**src/rtl/reg_file_sb_pkg.sv**
```systemverilog
// Core-wide register file defaults shared by the
// register file and its read-port slices.
package reg_file_sb_pkg;

  localparam int unsigned XLEN   = 32;
  localparam int unsigned REG_AW = 5;

  localparam bit ZERO_REG_DEF = 1'b1;

  localparam int unsigned NUM_RD_MIN = 1;
  localparam int unsigned NUM_RD_MAX = 4;

endpackage

```
**src/rtl/reg_file_rd_port.sv**
```systemverilog
// One combinational read port: decode, bypass,
// zero-register mask and RAW busy flag.
module reg_file_rd_port
  import reg_file_sb_pkg::*;
#(
  parameter int DATA_WIDTH = XLEN,
  parameter int ADDR_WIDTH = REG_AW,
  parameter bit ZERO_REG   = ZERO_REG_DEF,
  localparam int DEPTH     = 2**ADDR_WIDTH
) (
  input  logic                  rst,
  input  logic [ADDR_WIDTH-1:0] raddr,
  input  logic                  wr_ok,
  input  logic [ADDR_WIDTH-1:0] waddr,
  input  logic [DATA_WIDTH-1:0] wdata,
  input  logic [DATA_WIDTH-1:0] regs [DEPTH],
  input  logic [DEPTH-1:0]      pend,
  output logic [DATA_WIDTH-1:0] rdata,
  output logic                  rbusy
);

  logic rzero;
  logic hit;

  assign rzero = ZERO_REG && (raddr == '0);

  // wr_ok already drops r0 writes, so r0 never bypasses
  assign hit = wr_ok && (waddr == raddr);

  always_comb begin
    rdata = regs[raddr];
    if (hit)
      rdata = wdata;
    if (rst || rzero)
      rdata = '0;
  end

  assign rbusy = !rst && pend[raddr] && !hit;

endmodule

```
**src/rtl/reg_file_sb.sv**
```systemverilog
// Register file with write bypass and a per-register
// pending scoreboard for decode-stage RAW stalls.
module reg_file_sb
  import reg_file_sb_pkg::*;
#(
  parameter int DATA_WIDTH = XLEN,
  parameter int ADDR_WIDTH = REG_AW,
  parameter int NUM_RD     = 2,
  parameter bit ZERO_REG   = ZERO_REG_DEF,
  localparam int DEPTH     = 2**ADDR_WIDTH
) (
  input  logic                         clk,
  input  logic                         rst,
  input  logic                         wen,
  input  logic [ADDR_WIDTH-1:0]        waddr,
  input  logic [DATA_WIDTH-1:0]        wdata,
  input  logic [NUM_RD*ADDR_WIDTH-1:0] raddr,
  output logic [NUM_RD*DATA_WIDTH-1:0] rdata,
  output logic [NUM_RD-1:0]            rbusy,
  input  logic                         iss_valid,
  input  logic [ADDR_WIDTH-1:0]        iss_addr,
  output logic [DEPTH-1:0]             pend_vec,
  output logic                         wb_err
);

  logic [DATA_WIDTH-1:0] regs [DEPTH];
  logic [DEPTH-1:0]      pend;
  logic [DEPTH-1:0]      pend_nxt;

  logic wr_ok;
  logic iss_ok;

  assign wr_ok  = wen && !(ZERO_REG && (waddr == '0));
  assign iss_ok = iss_valid && !(ZERO_REG && (iss_addr == '0));

  always_ff @(posedge clk or posedge rst) begin
    if (rst) begin
      for (int n = 0; n < DEPTH; n++)
        regs[n] <= '0;
    end else if (wr_ok) begin
      regs[waddr] <= wdata;
    end
  end

  // Issue is applied after writeback so a same-cycle set wins
  always_comb begin
    pend_nxt = pend;
    if (wr_ok)
      pend_nxt[waddr] = 1'b0;
    if (iss_ok)
      pend_nxt[iss_addr] = 1'b1;
  end

  always_ff @(posedge clk or posedge rst) begin
    if (rst) begin
      pend   <= '0;
      wb_err <= 1'b0;
    end else begin
      pend <= pend_nxt;
      if (wr_ok && !pend[waddr])
        wb_err <= 1'b1;
    end
  end

  assign pend_vec = pend;

  for (genvar i = 0; i < NUM_RD; i++) begin : g_rd
    reg_file_rd_port #(
      .DATA_WIDTH (DATA_WIDTH),
      .ADDR_WIDTH (ADDR_WIDTH),
      .ZERO_REG   (ZERO_REG)
    ) u_rd (
      .rst   (rst),
      .raddr (raddr[i*ADDR_WIDTH +: ADDR_WIDTH]),
      .wr_ok (wr_ok),
      .waddr (waddr),
      .wdata (wdata),
      .regs  (regs),
      .pend  (pend),
      .rdata (rdata[i*DATA_WIDTH +: DATA_WIDTH]),
      .rbusy (rbusy[i])
    );
  end

endmodule

```
**config.mk**
```make
export PLATFORM = sky130hd
export DESIGN_NAME = reg_file_sb
export DESIGN_NICKNAME = d
export VERILOG_FILES = /design/src/rtl/reg_file_sb_pkg.sv /design/src/rtl/reg_file_rd_port.sv /design/src/rtl/reg_file_sb.sv
export SDC_FILE = /design/constraint.sdc
export NUM_CORES = 2
export LEC_CHECK = 0
export BUFFER_PORTS_ARGS = -buffer_cell sky130_fd_sc_hd__buf_2
export CORE_ASPECT_RATIO = 0.5
export CORE_MARGIN = 4
export CORE_UTILIZATION = 30
export CTS_BUF_LIST = sky130_fd_sc_hd__clkbuf_8 sky130_fd_sc_hd__clkbuf_16
export DETAILED_ROUTE_END_ITERATION = 16
export SYNTH_ARGS = -nofsm -noshare
export SYNTH_HDL_FRONTEND = slang
export SYNTH_SLANG_ARGS = --single-unit
```
**constraint.sdc**
```tcl
create_clock -name clk -period 40.1 [get_ports clk]
set_input_delay 2.005 -clock clk [delete_from_list [all_inputs] [get_ports clk]]
set_output_delay 2.005 -clock clk [all_outputs]
set_load 0.01 [all_outputs]
```
# Yosys cells after proc, flatten, opt, wreduce, memory -nomap -nowiden
# Cells that the tools add are included.
[word_totals]
register_bits = 1057
word_cells = 101
output_inout_bits = 99
inputBits = 56
[op_classes]
n_bitwise = 6
reduce_logical = 24
magnitude_cmp = 10
muxes = 25
n_eq_ne = 2
[op_table]
columns = ["operator", "n"]
rows = [
  ["$bwmux 1024", 1],
  ["$mux 32", 11],
  ["$bmux 32 s5", 2],
  ["$demux 32 s5", 1],
  ["$and 32x32->32", 1],
  ["$not 32->32", 1],
  ["$or 32x32->32", 1],
  ["$lt 5x6->1 const B", 4],
  ["$logic_not 5->1", 4],
  ["$ge 6x6->1 const B", 3],
  ["$not 5->6", 3],
  ["$bmux 1 s5", 3],
  ["$logic_and 1x1->1", 12],
  ["$demux 1 s5", 2],
  ["$eq 5x5->1", 2],
  ["$ge 5x1->1 const B", 2],
  ["$logic_not 1->1", 6],
  ["$lt 6x1->1 const B", 1],
  ["$mux 1", 5],
  ["$logic_or 1x1->1", 2],
]

# Logic depth before layout (Yosys ltp)
[depth]
ltp_word = 9
mapped_depth = 10
depth_no_buf = 5

# Cells and area by module
# From an unflattened synthesis, not the netlist that was laid out.
[unflattened]
hier_cells = 4082
hier_area_um2 = 57891.8
[by_module_without_submodules]
columns = ["mod", "cells_each", "seq_area_each_um2", "area_per_inst_um2", "instances"]
rows = [
  ["reg_file_sb", 2436, 26450.4, 40114.7, 1],
  ["reg_file_rd_port", 823, 0.0, 8888.5, 2],
]

# Least setup slack after synthesis
# Ideal clock, no wire load.
[synth_path]
kind = "input-to-output"
startpoint = "input port rst"
endpoint = "output port rdata[10]"
path_buffers = 1
slack_ps = 9953
required_ps = 38095
stages = 5
arrival_time_ps = 28142
cell_sequence = "inv_1 > o311ai_2 > clkbuf_1 > a21oi_1 > a221o_1"
[synth_via]
elab_chain_len = 2
[synth_rtl]
columns = ["element", "line", "text"]
rows = [
  ["start: declaration", "reg_file_sb.sv:13", "input logic rst,"],
  ["$logic_or 1x1->1", "reg_file_rd_port.sv:34", "if (rst || rzero)"],
  ["$mux 32", "reg_file_rd_port.sv:34", ""],
  ["end: declaration", "reg_file_sb.sv:18", "output logic [NUM_RD*DATA_WIDTH-1:0] rdata,"],
]
# Every way passes these cells.

# Worst setup path in the final report
[layout_path]
startpoint = "input port raddr[5]"
endpoint = "output port rdata[40]"
[layout_via]
elab_chain_len = 6
elab_cells_between_ends = 10
cone_classes = "eq/ne: 1; mux: 5; bitwise: 1; reduce/logical: 3"
[layout_rtl]
columns = ["element", "line", "text"]
rows = [
  ["start: declaration", "reg_file_sb.sv:17", "input logic [NUM_RD*ADDR_WIDTH-1:0] raddr,"],
  ["$not 5->6 (not written as such)", "reg_file_rd_port.sv:31", "rdata = regs[raddr];"],
  ["$bmux 32 s5", "reg_file_rd_port.sv:31", ""],
  ["$mux 32 (not written as such) (2 in a row)", "reg_file_rd_port.sv:31", ""],
  ["$mux 32", "reg_file_rd_port.sv:32", "if (hit)"],
  ["$mux 32 (*)", "reg_file_rd_port.sv:34", ""],
]
# Mark *: on every way between the ends. The rest lies on a longest branch, timed or not. The select of a mux whose other input is x is not followed.

==> results.cfg <==
[sta]
setup_slack_ns = 31.24
tightest_slew_ns = 1.48
finalHoldViolCount = 0
slew_headroom_pct = 0.431
fin_crit_ns = 8.86
hold_slack_ns = 0.395
fin_skew_ns = 0.0100
finalCritPeriodShare_pct = 22.1
rsz0062_at_grt = false
fmax_mhz = 113
setup_tns_ns = 0
drv_slew = 0
setup_viol = 0

[cells_and_area]
syn_to_final_growth_pct = 11.9
layout.cells.non_filler = 6488
drive_above_1_share_pct = 48.5
fin_area_um2 = 64100
n_fill_cell = 18300
nets = 3910

[synth]
synth_area_um2 = 57300
seq_area_frac_synth_pct = 46.2
syn_nets = 3999
ys_seq_elements = 1057
synth_cells = 3943
synthArstFlopShare_pct = 100
ys.flop_type = dfrtp_1
synth_area_per_cell_um2 = 14.5
ys_types = 59
yosys_warnings = 0
synth_edf_count = 0

[routing]
wl_per_cell_um = 31.3
drc_errors = 0
dr.pass1.iters = 5
drt-initial-drc-count = 3753
drt-vias-per-instance = 5.96
ant_nets = 0
num_vias = 38600
wl_um = 203000

[critical_path]
path_buf_inv = 4
r2r_cells = 4
crit_slowest_cell = o31ai_1
reg2reg_to = wb_err
critPathTopFamily = buffers and inverters
critPathMaxFanout = 101
path_cells = buf_8 -> buf_12 -> buf_12 -> xnor2_1 -> nand3_1 -> nor3_1 -> or2_1 -> o31ai_1 -> buf_2
cp_common_cell = buf_12
startpoint = raddr[5]
cp-start-kind = input port
criticalPathCategory = input port to primary output
cp_data_required_time_ns = 38.10
worst_setup_path_end_kind = primary output
slowest_delay_ns = 1.33
r2r_slack_ns = 38.45
rr_startpoint = pend_vec[31]
worstPathArrival_ns = 6.85
cp_num_cells = 9

[grt]
grt_pass1_wl_um = 294000
grt_max_degree = 209
grt_pass1_vias = 39800
antenna_found_initial = 24
grt-ovfl-total = 0
track_usage_pct = 20.1

[floorplan]
start_util_pct = 30.2
die_x_um = 626
dieArea_um2 = 198000
die_h_um = 317
rows = 113
core-area_um2 = 190000
io-pin-count = 155

[pwr]
pwr_density_cell_nw_per_um2 = 49.7
leakage_nw = 27.5
power_frac_seq_pct = 44.8
p_sw_share_pct = 28.3
p_switching_mw = 0.902
comb_power_share_pct = 20.7
irDropWorstVdd_mv = 0.0335
p_int_mw = 2.29
p_clk_share_pct = 34.4

[clock_network]
ctsResizeCount = 0
clk_latency_ns = 0.72
path_clk_slew_ns = 0.06
cts_tree = yes
htreeDepth = 3
hold_buffers = 0
post_cts_buffers = 0
cts_buffers = 114
cts.path.max_buffers = 3
cts.sinks = 1057
clockRootBuffer = clkbuf_16

[hold_path]
hp-start = regs[1010]
hold_path_depth = 0
min_to = regs[1010]
hold_class = flop to flop

[placed_design]
hpwlAfterDp_um = 120000
gp_congestion = 0.889
io_buffers = 154
numPlacedInstances = 6268
placed_area_um2 = 60200
detailedPlace.worstSlack_ns = 31.33

[outcome]
violations = capacitance limit
outcome = finished, violations left

[flow_run]
cap_violations = 1
==> power groups by stage <==
stage	sequential, mW	clock, mW	combinational (mW)
after global placement	1.42	0	0.638
after detailed placement	1.44	0	0.656
final	1.43	1.10	0.661
after CTS	1.42	1.11	0.658
after floorplan	1.39	0	0.499
after global routing	1.45	1.16	0.702
==> cell type report <==
cell class,instances,area (um^2),area share (%)
well taps,2530,3170,4.94
flip-flops and latches,1057,26500,41.3
clock buffers,148,3350,5.23
diodes,13,32.5,0.0507
clock inverters,59,546,0.851
inverters,3,18.8,0.0293
repair buffers,253,1630,2.55
multi-input cells,2425,28900,45.1
==> worst max path at each step <==
| stage | slack, ns | to |
|---|---|---|
| after floorplan | 8.25 | pend_vec[0] |
| after global placement | 31.36 | rdata[40] |
| after detailed placement | 31.33 | rdata[40] |
| after CTS | 31.33 | rdata[40] |
| after global routing | 31.30 | rdata[40] |
| final | 31.24 | rdata[40] |
==> registers in the layout (all words and copies together) (netlist names) <==
signal and count:
wb_err 1, regs 1024, pend_vec 32
==> stage by stage <==
step	util [%]	total power, mW
6_report	33.8	3.19
5_1_grt	33.8	3.31
4_1_cts	33.8	3.19
3_5_place_dp	31.7	2.10
3_3_place_gp	31.7	2.06
2_1_floorplan	-	1.89
==> worst reg2reg max path, stage by stage, from the launching register on <==
cell and delay, ns:
dfrtp_1 0.55, mux4_2 0.56, a21oi_1 0.19, o211ai_1 0.13, o21bai_1 0.15
==> logic make-up after synthesis <==
kind of cell | Yosys count | share of synthesized area (%)
AO/OA/AOI/OAI | 505 | 6.83
AND/OR/NAND/NOR | 185 | 1.74
buffers and inverters | 461 | 3.78
XOR/XNOR | 10 | 0.153
flip-flops | 1057 | 46.2
multiplexers | 1725 | 41.3
==> metal layers <==
layer | GRT usage (%) | part of all wire [%] | wire (um)
met1 | 26.1 | 40 | 80500
met4 | 10.7 | 6.1 | 12400
met2 | 31.7 | 46 | 93200
met5 | 0 | 0 | 0
met3 | 4.23 | 8.5 | 17200
==> layout by cell type, fill, tap and decap left out, drive strengths merged, types with 31 or more instances in the layout <==
cell type	instances
dfrtp	1057
mux2	1014
mux4	410
mux2i	301
buf	252
clkbuf	149
a221oi	83
a21oi	80
nand2	70
nor2b	49
a22oi	46
a211oi	36
o221ai	33
o21bai	33
o22ai	32
a221o	32
a22o	31
==> synthesized netlist by cell type, types with 33 or more instances <==
library cell     n  area (um^2)
a211oi_1        36          270
a21oi_1         80          400
a221oi_1        83          727
a22oi_1         46          345
buf_1           53          199
buf_2          121          606
clkbuf_1       232          871
dfrtp_1       1057        26500
mux2_2        1005        11300
mux2i_1        301         3010
mux4_2         410         9230
nand2_1         70          263
nor2b_1         49          307
o21bai_1        33          248
o221ai_1        33          289
(Power assumes the default switching activity.)
